**config.mk**
```make
export PLATFORM = sky130hd
export DESIGN_NAME = mem_req_arbiter
export DESIGN_NICKNAME = d
export VERILOG_FILES = /design/src/rtl/mem_arb_pkg.sv /design/src/rtl/mem_req_arbiter_rr_pick.sv /design/src/rtl/mem_req_arbiter.sv
export SDC_FILE = /design/constraint.sdc
export NUM_CORES = 1
export LEC_CHECK = 0
export BUFFER_PORTS_ARGS = -buffer_cell sky130_fd_sc_hd__buf_2
export CORE_AREA = 5 5 530 532
export DETAILED_ROUTE_END_ITERATION = 6
export DIE_AREA = 0 0 535 537
export PLACE_DENSITY = 0.3
export SYNTH_ARGS = -nofsm -noshare
export SYNTH_HDL_FRONTEND = slang
export SYNTH_HIERARCHICAL = 1
export SYNTH_SLANG_ARGS = --single-unit
```
**constraint.sdc**
```tcl
create_clock -name clk -period 2.15 [get_ports clk]
set_input_delay 0.43 -clock clk [delete_from_list [all_inputs] [get_ports clk]]
set_output_delay 0.43 -clock clk [all_outputs]
set_load 0.01 [all_outputs]
```
**src/rtl/mem_arb_pkg.sv**
```systemverilog
// Shared constants for the I-cache/D-cache DDR2 line arbiter: FSM encoding, port IDs, default widths.
package mem_arb_pkg;

    localparam int unsigned DEF_ADDR_WIDTH = 31;
    localparam int unsigned DEF_LINE_WIDTH = 256;

    localparam logic PORT_IC = 1'b0;
    localparam logic PORT_DC = 1'b1;

    localparam logic [2:0] ST_IDLE     = 3'd0;
    localparam logic [2:0] ST_GRANT    = 3'd1;
    localparam logic [2:0] ST_WR       = 3'd2;
    localparam logic [2:0] ST_RD_ISSUE = 3'd3;
    localparam logic [2:0] ST_RD_WAIT  = 3'd4;
    localparam logic [2:0] ST_DONE     = 3'd5;

endpackage

```
**src/rtl/mem_req_arbiter_rr_pick.sv**
```systemverilog
// 2-way round-robin pick: a lone requester wins, a tie goes to the port that did not win last.
// Latency: combinational. Backpressure: none, the caller decides when to act on the pick.
// Ready/valid: gnt_vld is simply "any request present".
module rr_pick
    import mem_arb_pkg::*;
(
    input  logic [1:0] req,
    input  logic       last_gnt,
    output logic       gnt_vld,
    output logic       gnt_id
);

    always_comb begin
        gnt_vld = |req;
        gnt_id  = PORT_IC;
        case (req)
            2'b10:   gnt_id = PORT_DC;
            2'b11:   gnt_id = ~last_gnt;
            default: gnt_id = PORT_IC;
        endcase
    end

endmodule

```
**src/rtl/mem_req_arbiter.sv**
```systemverilog
// Round-robin arbiter serialising I-cache (port 0) and D-cache (port 1) line transfers to DDR2.
// Latency: req -> strobe 2 cycles min, done 1 cycle after controller response; one transfer in flight.
// Backpressure: strobes hold until mc_wr_rdy / mc_rd_rdy+mc_rd_valid; MEM_ARB_TIMEOUT_EN adds a watchdog.
module mem_req_arbiter
    import mem_arb_pkg::*;
#(
    parameter int unsigned ADDR_WIDTH     = DEF_ADDR_WIDTH,
    parameter int unsigned LINE_WIDTH     = DEF_LINE_WIDTH
`ifdef MEM_ARB_TIMEOUT_EN
    ,
    parameter int unsigned TIMEOUT_CYCLES = 1024
`endif
) (
    input  logic                  clk,
    input  logic                  rst_n,
    input  logic                  p0_req,
    input  logic                  p0_we,
    input  logic [ADDR_WIDTH-1:0] p0_addr,
    input  logic [LINE_WIDTH-1:0] p0_wdata,
    output logic                  p0_done,
    input  logic                  p1_req,
    input  logic                  p1_we,
    input  logic [ADDR_WIDTH-1:0] p1_addr,
    input  logic [LINE_WIDTH-1:0] p1_wdata,
    output logic                  p1_done,
    output logic [LINE_WIDTH-1:0] rdata,
    output logic                  err,
    output logic                  data_wren,
    output logic                  data_rden,
    output logic [ADDR_WIDTH-1:0] data_addr,
    output logic [LINE_WIDTH-1:0] data_wr,
    input  logic                  mc_wr_rdy,
    input  logic                  mc_rd_rdy,
    input  logic                  mc_rd_valid,
    input  logic [LINE_WIDTH-1:0] data_rd
);

    logic [2:0]            state_q, state_d;
    logic                  last_gnt_q, last_gnt_d;
    logic                  id_q, id_d;
    logic [ADDR_WIDTH-1:0] addr_q, addr_d;
    logic [LINE_WIDTH-1:0] wr_q, wr_d;
    logic [LINE_WIDTH-1:0] rdata_q, rdata_d;
    logic                  wren_q, wren_d;
    logic                  rden_q, rden_d;
    logic [1:0]            done_q, done_d;
    logic                  err_q, err_d;
    logic                  sel_we;
    logic                  gnt_vld, gnt_id;
    logic                  tmo_hit;

    rr_pick u_rr_pick (
        .req      ({p1_req, p0_req}),
        .last_gnt (last_gnt_q),
        .gnt_vld  (gnt_vld),
        .gnt_id   (gnt_id)
    );

`ifdef MEM_ARB_TIMEOUT_EN
    logic [15:0] tmo_cnt_q, tmo_cnt_d;
    logic        busy;

    assign busy = (state_q == ST_WR) || (state_q == ST_RD_ISSUE) || (state_q == ST_RD_WAIT);

    always_comb begin
        tmo_cnt_d = tmo_cnt_q;
        if (state_q == ST_GRANT) begin
            tmo_cnt_d = '0;
        end else if (busy) begin
            tmo_cnt_d = tmo_cnt_q + 16'd1;
        end
    end

    // Fires on the TIMEOUT_CYCLES-th busy cycle; a response in that same cycle still wins.
    assign tmo_hit = busy && (tmo_cnt_q == 16'(TIMEOUT_CYCLES - 1));

    always_ff @(posedge clk or negedge rst_n) begin
        if (!rst_n) begin
            tmo_cnt_q <= '0;
        end else begin
            tmo_cnt_q <= tmo_cnt_d;
        end
    end
`else
    assign tmo_hit = 1'b0;
`endif

    always_comb begin
        state_d    = state_q;
        last_gnt_d = last_gnt_q;
        id_d       = id_q;
        addr_d     = addr_q;
        wr_d       = wr_q;
        rdata_d    = rdata_q;
        wren_d     = wren_q;
        rden_d     = rden_q;
        done_d     = '0;
        err_d      = 1'b0;
        sel_we     = 1'b0;

        case (state_q)
            ST_IDLE: begin
                if (gnt_vld) begin
                    id_d    = gnt_id;
                    state_d = ST_GRANT;
                end
            end
            ST_GRANT: begin
                last_gnt_d = id_q;
                sel_we     = (id_q == PORT_DC) ? p1_we    : p0_we;
                addr_d     = (id_q == PORT_DC) ? p1_addr  : p0_addr;
                wr_d       = (id_q == PORT_DC) ? p1_wdata : p0_wdata;
                if (sel_we) begin
                    wren_d  = 1'b1;
                    state_d = ST_WR;
                end else begin
                    state_d = ST_RD_ISSUE;
                end
            end
            ST_WR: begin
                if (mc_wr_rdy || tmo_hit) begin
                    wren_d       = 1'b0;
                    done_d[id_q] = 1'b1;
                    err_d        = ~mc_wr_rdy;
                    state_d      = ST_DONE;
                end
            end
            ST_RD_ISSUE: begin
                if (mc_rd_rdy) begin
                    rden_d  = 1'b1;
                    state_d = ST_RD_WAIT;
                end else if (tmo_hit) begin
                    done_d[id_q] = 1'b1;
                    err_d        = 1'b1;
                    state_d      = ST_DONE;
                end
            end
            ST_RD_WAIT: begin
                if (mc_rd_valid || tmo_hit) begin
                    rden_d       = 1'b0;
                    done_d[id_q] = 1'b1;
                    err_d        = ~mc_rd_valid;
                    if (mc_rd_valid) begin
                        rdata_d = data_rd;
                    end
                    state_d = ST_DONE;
                end
            end
            ST_DONE: begin
                state_d = ST_IDLE;
            end
            default: begin
                state_d = ST_IDLE;
            end
        endcase
    end

    always_ff @(posedge clk or negedge rst_n) begin
        if (!rst_n) begin
            state_q    <= ST_IDLE;
            last_gnt_q <= PORT_DC;
            id_q       <= PORT_IC;
            addr_q     <= '0;
            wr_q       <= '0;
            rdata_q    <= '0;
            wren_q     <= 1'b0;
            rden_q     <= 1'b0;
            done_q     <= '0;
            err_q      <= 1'b0;
        end else begin
            state_q    <= state_d;
            last_gnt_q <= last_gnt_d;
            id_q       <= id_d;
            addr_q     <= addr_d;
            wr_q       <= wr_d;
            rdata_q    <= rdata_d;
            wren_q     <= wren_d;
            rden_q     <= rden_d;
            done_q     <= done_d;
            err_q      <= err_d;
        end
    end

    assign p0_done   = done_q[0];
    assign p1_done   = done_q[1];
    assign err       = err_q;
    assign rdata     = rdata_q;
    assign data_wren = wren_q;
    assign data_rden = rden_q;
    assign data_addr = addr_q;
    assign data_wr   = wr_q;

endmodule

```
* After elaboration in Yosys (flattened, before gate mapping) *
Index checks and enable logic that the tools add are counted.

storage, ports and cells
  register bits after elaboration = 553
  latch bits = 0
  bits in writable memories = 0
  ROM bits = 0
  input bits = 839
  output and inout bits = 548
  word-level logic and storage cells = 60
  memories kept = 0

cells by class
  $add $sub $neg = 0
  $mul = 0
  div/mod/pow operators = 0
  magnitude comparators = 2
  eq/ne operators = 11
  shift operators = 0
  muxes and demuxes = 24
  bitwise operators = 3
  reduce and logical (&&, ||, !) cells = 10

operators by type and width
  cell                                                 number
  two-way mux 256 bit                                  1
  two-way mux 31 bit                                   1
  one-hot mux 3 bit (5 select lines)                   1
  two-way mux 3 bit                                    4
  inequality test 2 bit (second input constant)        5
  two-way mux 1 bit                                    9
  one-hot mux 1 bit (2 select lines)                   4
  == test 3 x 2 -> 1 bit (second input constant)       2
  AND reduction 3 bit                                  2
  == test 2 bit (second input constant)                2
  two-way mux 2 bit                                    2
  one-hot mux 2 bit (2 select lines)                   1
  AND reduction 2 bit                                  2
  AND reduction 4 bit                                  1
  nonzero test 2 bit                                   2
  == test 3 x 1 -> 1 bit (second input constant)       1
  == test 3 bit (second input constant)                1
  logical NOT 3 bit                                    1
  inverter 1 bit                                       3
  < comparator 1 x 2 -> 1 bit (second input constant)  1
  OR reduction 2 bit                                   1
  demux 1 bit (select 1 bit)                           1
  >= comparator 1 bit (second input constant)          1
  logical AND 1 bit                                    1

* Logic depth before layout (Yosys ltp) *
Gate-level depths: netlist (run 1).

  depth after elaboration = 6
  gate-level depth with buffers = 7
  depth with buffers taken out = 4

* Hierarchy *
The synthesis (run 1) kept the hierarchy.

by module, submodules not included
  module           instances  cells each  area an instance (um^2)
  mem_req_arbiter  1          1833        23179.7
  rr_pick          1          2           13.8

* Least setup slack after synthesis (run 1) *
No wires, ideal clock.

  path type = register to register
  from = register state_q[1]
  to = register rdata_q[100] (netlist: rdata[100])
  library setup time = 0.125 ns
  data arrival time = 1.408 ns
  data required time = 2.025 ns
  slack = 0.617 ns
  cell stages (with the launch flop) = 6
  buffers on the path = 3
  clock period less this slack = 1.533 ns
  cell sequence = dfrtp_1 -> buf_2 -> nor3_4 -> buf_4 -> buf_6 -> mux2_2

between the ends
  cells in the longest elaborated chain, start to end = 2

RTL lines
  item                           line                    text
  start, declared                mem_req_arbiter.sv:38   logic [2:0] state_q, state_d;
  start signal, assigned         mem_req_arbiter.sv:171  state_q <= state_d;
  == test 3 bit                  mem_req_arbiter.sv:101  case (state_q)
  AND reduction 2 bit (no line)  --
  end signal, assigned           mem_req_arbiter.sv:176  rdata_q <= rdata_d;
  end, declared                  mem_req_arbiter.sv:43   logic [LINE_WIDTH-1:0] rdata_q, rdata_d;

Every way passes these cells.
A chain may end at the register's enable or synchronous reset.

* Final worst setup path (run 1) *
  from = register id_q
  to = register wr_q[75] (netlist: data_wr[75])

between the ends
  cells in the longest elaborated chain, start to end = 1

RTL lines
  item                    line                    text
  start, declared         mem_req_arbiter.sv:40   logic id_q, id_d;
  start signal, assigned  mem_req_arbiter.sv:173  id_q <= id_d;
  two-way mux 256 bit     mem_req_arbiter.sv:112  wr_d = (id_q == PORT_DC) ? p1_wdata : p0_wdata;
  end signal, assigned    mem_req_arbiter.sv:175  wr_q <= wr_d;
  end, declared           mem_req_arbiter.sv:42   logic [LINE_WIDTH-1:0] wr_q, wr_d;

Every way passes these cells.

==> results.toml, run 1 <==
[sta]
totalNegativeSetupSlack_ns = 0
post_route_skew_ns = 0.0525
max_slew.worst_pin.slew_ns = 0.616
rsz0062_at_grt = "false"
timing.slew.headroom = 0.578
hold_viol = 0
final_max_slew_viol_count = 0
clock_period_minus_worst_slack_ns = 2.03
finalCritPeriodShare = 0.946
worst_slack_ns = 0.116
fmax_ghz = 0.492
setup_viol_count_final = 0

[critical_path]
end_kind = "flop"
critPathTopFamily = "buffers and inverters"
crit_path_max_fanout = 9
regToRegStartpoint = "id_q"
worst_path_largest_cell_delay_ns = 0.59
critical_path_class = "reg -> reg"
ordered_cell_list_for_the_critical_path = "buf_12 > buf_4 > mux2i_1 > dlygate4sd3_1 > a21oi_1"
worstSetupStartpoint = "id_q"
worstPathArrival_ns = 2.62
start_kind = "flop"
crit_slowest_cell = "sky130_fd_sc_hd__dlygate4sd3_1"
critical_path_required_ns = 2.74
cp_num_buf_inv = 3

[place]
number_of_buffer_cells_added_on_primary_ports = 1385
detailedPlace.worstSlack_ns = 0.155
post-dp-hpwl_um = 171000
finalWeightedCongestion = 0.932

[floorplan]
rows = 193
chipWidth_um = 535
initial_cell_density_of_the_core = 0.0842
die_height_um = 537
num_io_pins = 1387
core-area_um2 = 276000
dieArea_um2 = 287000

[detailed_routing]
vias = 24705
drt-initial-drc-count = 1211
drt_wl_total_um = 198000
drc = 0
first_pass_iters = 5
drtAntennaViolNets = 0
avgRoutedWirePerCell_um = 25.1
drt-vias-per-instance = 3.13

[power]
ir_worst_vdd_mv = 0.759
leakage_power_uw = 0.0204
cellPowerDensity_nw_per_um2 = 1330

[global_routing]
grt_start_max_net_pins = 94
grt_overflow_total = 0
grtUsageTotal = 0.131
antenna_violations_before_repair = 233
grt_pass1_wl_um = 253000
grt_pass1_vias = 25993

[min_path]
min-delay-path-class = "in -> reg"
worst_hold_startpoint = "data_rd[150]"

[layout]
layout.nets = 4896
sequential_cell_area_um2 = 13800
multi_input_gate_area_in_the_final_layout_um2 = 8520
layout_cell_share_with_drive_strength_beyond_1 = 0.456
syn2layout_area_growth_pct = 96.8
filler_cell_count = 31060

[logic_synthesis]
synth_top_cells_by_area = "sky130_fd_sc_hd__dfrtp_1, sky130_fd_sc_hd__mux2_2, sky130_fd_sc_hd__mux2i_1, sky130_fd_sc_hd__a21oi_1, sky130_fd_sc_hd__nor2_1"
synth-seq-cells = 552
synth_cells = 1835
fraction_of_the_yosys_area_taken_by_sequential_cells = 0.596
synth_top_area_share = 0.594
netlist_area_um2 = 23200
yosysUniqueCellTypes = 31
syn_area_per_cell_um2 = 12.6
synthesis.nets = 2674
post-synth-top-area-cell = "sky130_fd_sc_hd__dfrtp_1"
synth-warning-count = 6

[clock_network]
cts.root.buffer_cell = "sky130_fd_sc_hd__clkbuf_16"
tritoncts = "done"
numCtsBuffers = 82
cts.htree.levels = 3
cts.reportedPaths.clkPinSlew_ns = 0.06
max_buffers_root_to_sink = 4
tritoncts_num_sinks = 552
worst_skew_pair.late_latency_ns = 0.74

[run_status]
status = "finished clean"

[run]
maxCapViolations = 0
[through the flow]
| step | util | power (uW) | std cells | area (um^2) | hold WS, ns |
|---|---|---|---|---|---|
| CTS | 0.165 | 62000 | 7819 | 45500 | 0.000625 |
| global route | 0.165 | 64300 | 7851 | 45600 | 0.00800 |
| global placement | 0.127 | 45100 | 6906 | 35100 | 0.406 |
| floorplan | - | 31500 | 1835 | 23200 | 0.134 |
| finish | 0.166 | 60600 | 7883 | 45700 | 0.0565 |
| detailed placement | 0.127 | 45200 | 6906 | 35100 | 0.401 |
[synthesized netlist by cell type]
cell type and instances:
sky130_fd_sc_hd__a2111oi_0 1, sky130_fd_sc_hd__clkbuf_1 3, sky130_fd_sc_hd__nand2_1 2, sky130_fd_sc_hd__dfrtp_1 551, sky130_fd_sc_hd__conb_1 1, sky130_fd_sc_hd__nand2b_1 3, sky130_fd_sc_hd__a22o_1 1, sky130_fd_sc_hd__a31oi_1 2
sky130_fd_sc_hd__and2_1 1, sky130_fd_sc_hd__nor3_4 1, sky130_fd_sc_hd__o31ai_1 1, sky130_fd_sc_hd__a211oi_1 1, sky130_fd_sc_hd__nand3b_1 2, sky130_fd_sc_hd__or2_2 1, sky130_fd_sc_hd__mux2_2 258, sky130_fd_sc_hd__a21oi_1 289
sky130_fd_sc_hd__buf_2 69, sky130_fd_sc_hd__buf_6 20, sky130_fd_sc_hd__o22ai_1 1, sky130_fd_sc_hd__nor2b_1 3, sky130_fd_sc_hd__buf_4 37, sky130_fd_sc_hd__o21bai_1 1, sky130_fd_sc_hd__nor2_1 288, sky130_fd_sc_hd__mux2i_1 288
sky130_fd_sc_hd__or2_1 1, sky130_fd_sc_hd__o21ai_0 2, sky130_fd_sc_hd__nor3b_1 2, sky130_fd_sc_hd__a21boi_1 1, sky130_fd_sc_hd__dfstp_2 1, sky130_fd_sc_hd__inv_1 2, sky130_fd_sc_hd__or3_1 1
[final cells by class]
cell class                 count  area share
timing repair buffer        2267       0.348
clock buffer                 127      0.0533
tap                         3705       0.102
sequential                   552       0.303
inverter                       2    0.000164
clock inverter                16     0.00471
antenna                       62     0.00340
multi-input combinational   1152       0.187
[timing repair]
item	4_1_cts	5_1_grt
endpoints found under the setup margin	0	26
gates resized for setup	0	2
hold buffers	770	0
setup buffers	0	1
hold endpoints to repair	781	0
[placed cells by master, fill, tap and decap left out, drive strengths merged, types with 3 or more instances in the layout]
cell / synthesis / final
bufinv: 0 / 3
clkbuf: 3 / 128
nor2: 288 / 288
clkinv: 0 / 9
mux2i: 288 / 288
nor2b: 3 / 3
buf: 126 / 1496
nand2b: 3 / 3
inv: 2 / 4
diode: 0 / 62
a21oi: 289 / 289
mux2: 258 / 258
dlygate4sd3: 0 / 770
dfrtp: 551 / 551
[kinds of logic after synthesis]
group / synth area share
muxes: 0.250
and+or+nand+nor: 0.0516
AOI/OAI and AO/OA: 0.0657
DFF: 0.596
buffers and inverters: 0.0374
other: 0.000162
[path summary, 6_finish.rpt]
path	endpoint	slack [ns]	cells after the start
max	data_wr[75]	0.12	5
min	rdata[150]	0.06	2
max reg2reg	data_wr[75]	0.12	5
min reg2reg	rdata[35]	0.50	1
max in group asynchronous	id_q	0.88	3
min in group asynchronous	rdata[146]	0.21	2
[state kept, by name, summed over array words and instances (netlist names)]
| name | flops |
|---|---|
| id_q | 1 |
| data_wren | 1 |
| state_q | 3 |
| done_q | 2 |
| data_rden | 1 |
| data_wr | 256 |
| last_gnt_q | 1 |
| rdata | 256 |
| data_addr | 31 |
[routing by layer]
layer  wire [um]  global-route usage  vias to the layer above
met5        1030                   0                        -
met4        5940              0.0337                      156
met3       22200              0.0604                      439
met2       94300               0.225                     1295
met1       74600               0.148                    11867
li1            -                   -                    10948
[power breakdown]
group,leakage [uW],internal [uW],switching [uW]
clock network,0.00129,8130,5550
registers,0.00629,15600,3050
logic,0.0128,12500,15800
total,0.0204,36200,24400
Power figures use the tool's default switching activity.
==> run 2: changes to the inputs <==
--- a/config.mk
+++ b/config.mk
@@ -9,6 +9,7 @@
 export CORE_AREA = 5 5 530 532
 export DETAILED_ROUTE_END_ITERATION = 6
 export DIE_AREA = 0 0 535 537
+export MAX_ROUTING_LAYER = met4
 export PLACE_DENSITY = 0.3
 export SYNTH_ARGS = -nofsm -noshare
 export SYNTH_HDL_FRONTEND = slang
==> run 2 against run 1 <==
  * Sequential share of layout area is 0.11 points lower
  * Critical path type unchanged
  * Sequential power hardly changed
  * Core utilization is 0.058 points higher
  * Clock-buffer cell count stayed put
  * Via count is 0.94% lower
  * Highest routed layer is now met4
  * Worst setup slack worse by 0.0061 ns
  * First-iteration DRC count is 5.7% higher
  * Fmax is 0.30% lower
==> results.toml, run 2 (synthesized netlist as in run 1, its figures left out) <==
[detailed_routing]
drc = 0
drt-vias-per-instance = 3.08
drt-initial-drc-count = 1280
first_pass_iters = 5
vias = 24474
drt_wl_total_um = 198000
avgRoutedWirePerCell_um = 24.9
drtAntennaViolNets = 0

[power]
net-switching-power_uw = 24500
ir_worst_vdd_mv = 0.760
total_power_uw = 60700
netSwitchingFraction = 0.403
comb_power_share = 0.468
power.clock.fraction = 0.225
cellPowerDensity_nw_per_um2 = 1320
internal_power_uw = 36200
leakage_power_uw = 0.0204
seq_power_share = 0.307

[sta]
totalNegativeSetupSlack_ns = 0
rsz0062_at_grt = "false"
max_slew.worst_pin.slew_ns = 0.605
post_route_skew_ns = 0.0539
hold_viol = 0
timing.slew.headroom = 0.585
finalCritPeriodShare = 0.949
clock_period_minus_worst_slack_ns = 2.04
hold_slack_ns = 0.0635
final_max_slew_viol_count = 0
setup_viol_count_final = 0
fmax_ghz = 0.490

[floorplan]
num_io_pins = 1387
chipWidth_um = 535
initial_cell_density_of_the_core = 0.0842
dieArea_um2 = 287000
die_height_um = 537
rows = 193
core-area_um2 = 276000

[critical_path]
critical_path_class = "reg -> reg"
start_kind = "flop"
crit_path_max_fanout = 9
critical_path_required_ns = 2.74
r2r_setup_slack_ns = 0.11
critPathTopFamily = "buffers and inverters"
worstPathArrival_ns = 2.63
regToRegStartpoint = "id_q"
crit_slowest_cell = "sky130_fd_sc_hd__dlygate4sd3_1"
cp_num_buf_inv = 3
end_kind = "flop"
reg2reg_depth = 5
ordered_cell_list_for_the_critical_path = "buf_12 > buf_4 > mux2i_1 > dlygate4sd3_1 > a21oi_1"
crit-reg2reg-capture = "data_wr[75]"
worst_path_largest_cell_delay_ns = 0.59

[clock_network]
max_buffers_root_to_sink = 4
tritoncts = "done"
numCtsBuffers = 82
cts.reportedPaths.clkPinSlew_ns = 0.06
cts.htree.levels = 3
worst_skew_pair.late_latency_ns = 0.74
tritoncts_num_sinks = 552
cts.root.buffer_cell = "sky130_fd_sc_hd__clkbuf_16"

[global_routing]
grtUsageTotal = 0.135
grt_overflow_total = 0
antenna_violations_before_repair = 226
grt_start_max_net_pins = 94
grt_pass1_vias = 25989
grt_pass1_wl_um = 253000

[min_path]
hold_depth = 3
worst_hold_startpoint = "p0_wdata[71]"
min-delay-path-class = "in -> reg"
min_delay_endpoint = "data_wr[71]"

[layout]
syn2layout_area_growth_pct = 97.5
layout_cell_share_with_drive_strength_beyond_1 = 0.456
post-route-cell-area_um2 = 45800
final_cells = 7947
layout_commonest_cell = "sky130_fd_sc_hd__buf_2"
layout.nets = 4896
mostFrequentLayoutCells = "sky130_fd_sc_hd__buf_2, sky130_fd_sc_hd__dlygate4sd3_1, sky130_fd_sc_hd__dfrtp_1, sky130_fd_sc_hd__a21oi_1"

[run]
maxCapViolations = 0

[place]
placed_area_um2 = 35100
post-dp-hpwl_um = 171000
number_of_buffer_cells_added_on_primary_ports = 1385
dp.cells = 6906
finalWeightedCongestion = 0.949

[run_status]
status = "finished clean"
-- run 2: changes by cell type in the layout (fill, tap and decap cells not counted) --
cell                      before  now
sky130_fd_sc_hd__diode_2      62  126
-- run 2: power groups by stage --
stage,clock [uW],sequential [uW],combinational (uW)
6_report,13700,18600,28400
4_1_cts,14300,18600,29000
5_1_grt,14600,19200,30500
3_3_place_gp,0,18700,26300
3_5_place_dp,0,18700,26600
2_1_floorplan,0,20500,10900
-- run 2: repair_timing --
item                                    CTS  global route
endpoints found under the setup margin    0            27
endpoints found under the hold margin   781             0
hold buffers                            770             0
buffers inserted                          0             1
resized for setup                         0             2
-- run 2: cell type report --
| cell class | instances | area, um^2 |
|---|---|---|
| Fill cell | 31054 | 230000 |
| Clock inverter | 16 | 215 |
| Inverter | 2 | 7.51 |
| Timing Repair Buffer | 2267 | 15900 |
| Antenna cell | 126 | 315 |
| Multi-Input combinational cell | 1152 | 8520 |
| Clock buffer | 127 | 2430 |
| Tap cell | 3705 | 4640 |
| Sequential cell | 552 | 13800 |
-- run 2: worst max-delay path by stage --
stage / start / end / cells past startpoint
after CTS: id_q / data_addr[6] / 5
after global placement: mc_rd_valid / rdata[121] / 6
after floorplan: state_q[1] / rdata[100] / 5
final: id_q / data_wr[75] / 5
after global routing: id_q / data_wr[75] / 5
after detailed placement: mc_rd_valid / rdata[120] / 6
-- run 2: per-layer routing --
layer	GRT usage	part of all wire	wire (um)	vias up
li1	-	-	-	11054
met1	0.149	0.39	76900	11834
met2	0.225	0.48	94500	1288
met4	0.0345	0.028	5640	0
met3	0.0586	0.11	21100	298
met5	-	0	0	-
-- run 2: stage by stage --
| stage | setup slack, ns | util |
|---|---|---|
| 2_1_floorplan | 0.617 | - |
| 6_report | 0.110 | 0.166 |
| 3_5_place_dp | 0.155 | 0.127 |
| 5_1_grt | 0.00600 | 0.166 |
| 4_1_cts | 0.0507 | 0.165 |
| 3_3_place_gp | 0.131 | 0.127 |
-- run 2: tightest hold or removal path, cell delays in order --
cell and delay, ns:
sky130_fd_sc_hd__buf_2 0.10, sky130_fd_sc_hd__mux2i_1 0.07, sky130_fd_sc_hd__a21oi_1 0.14
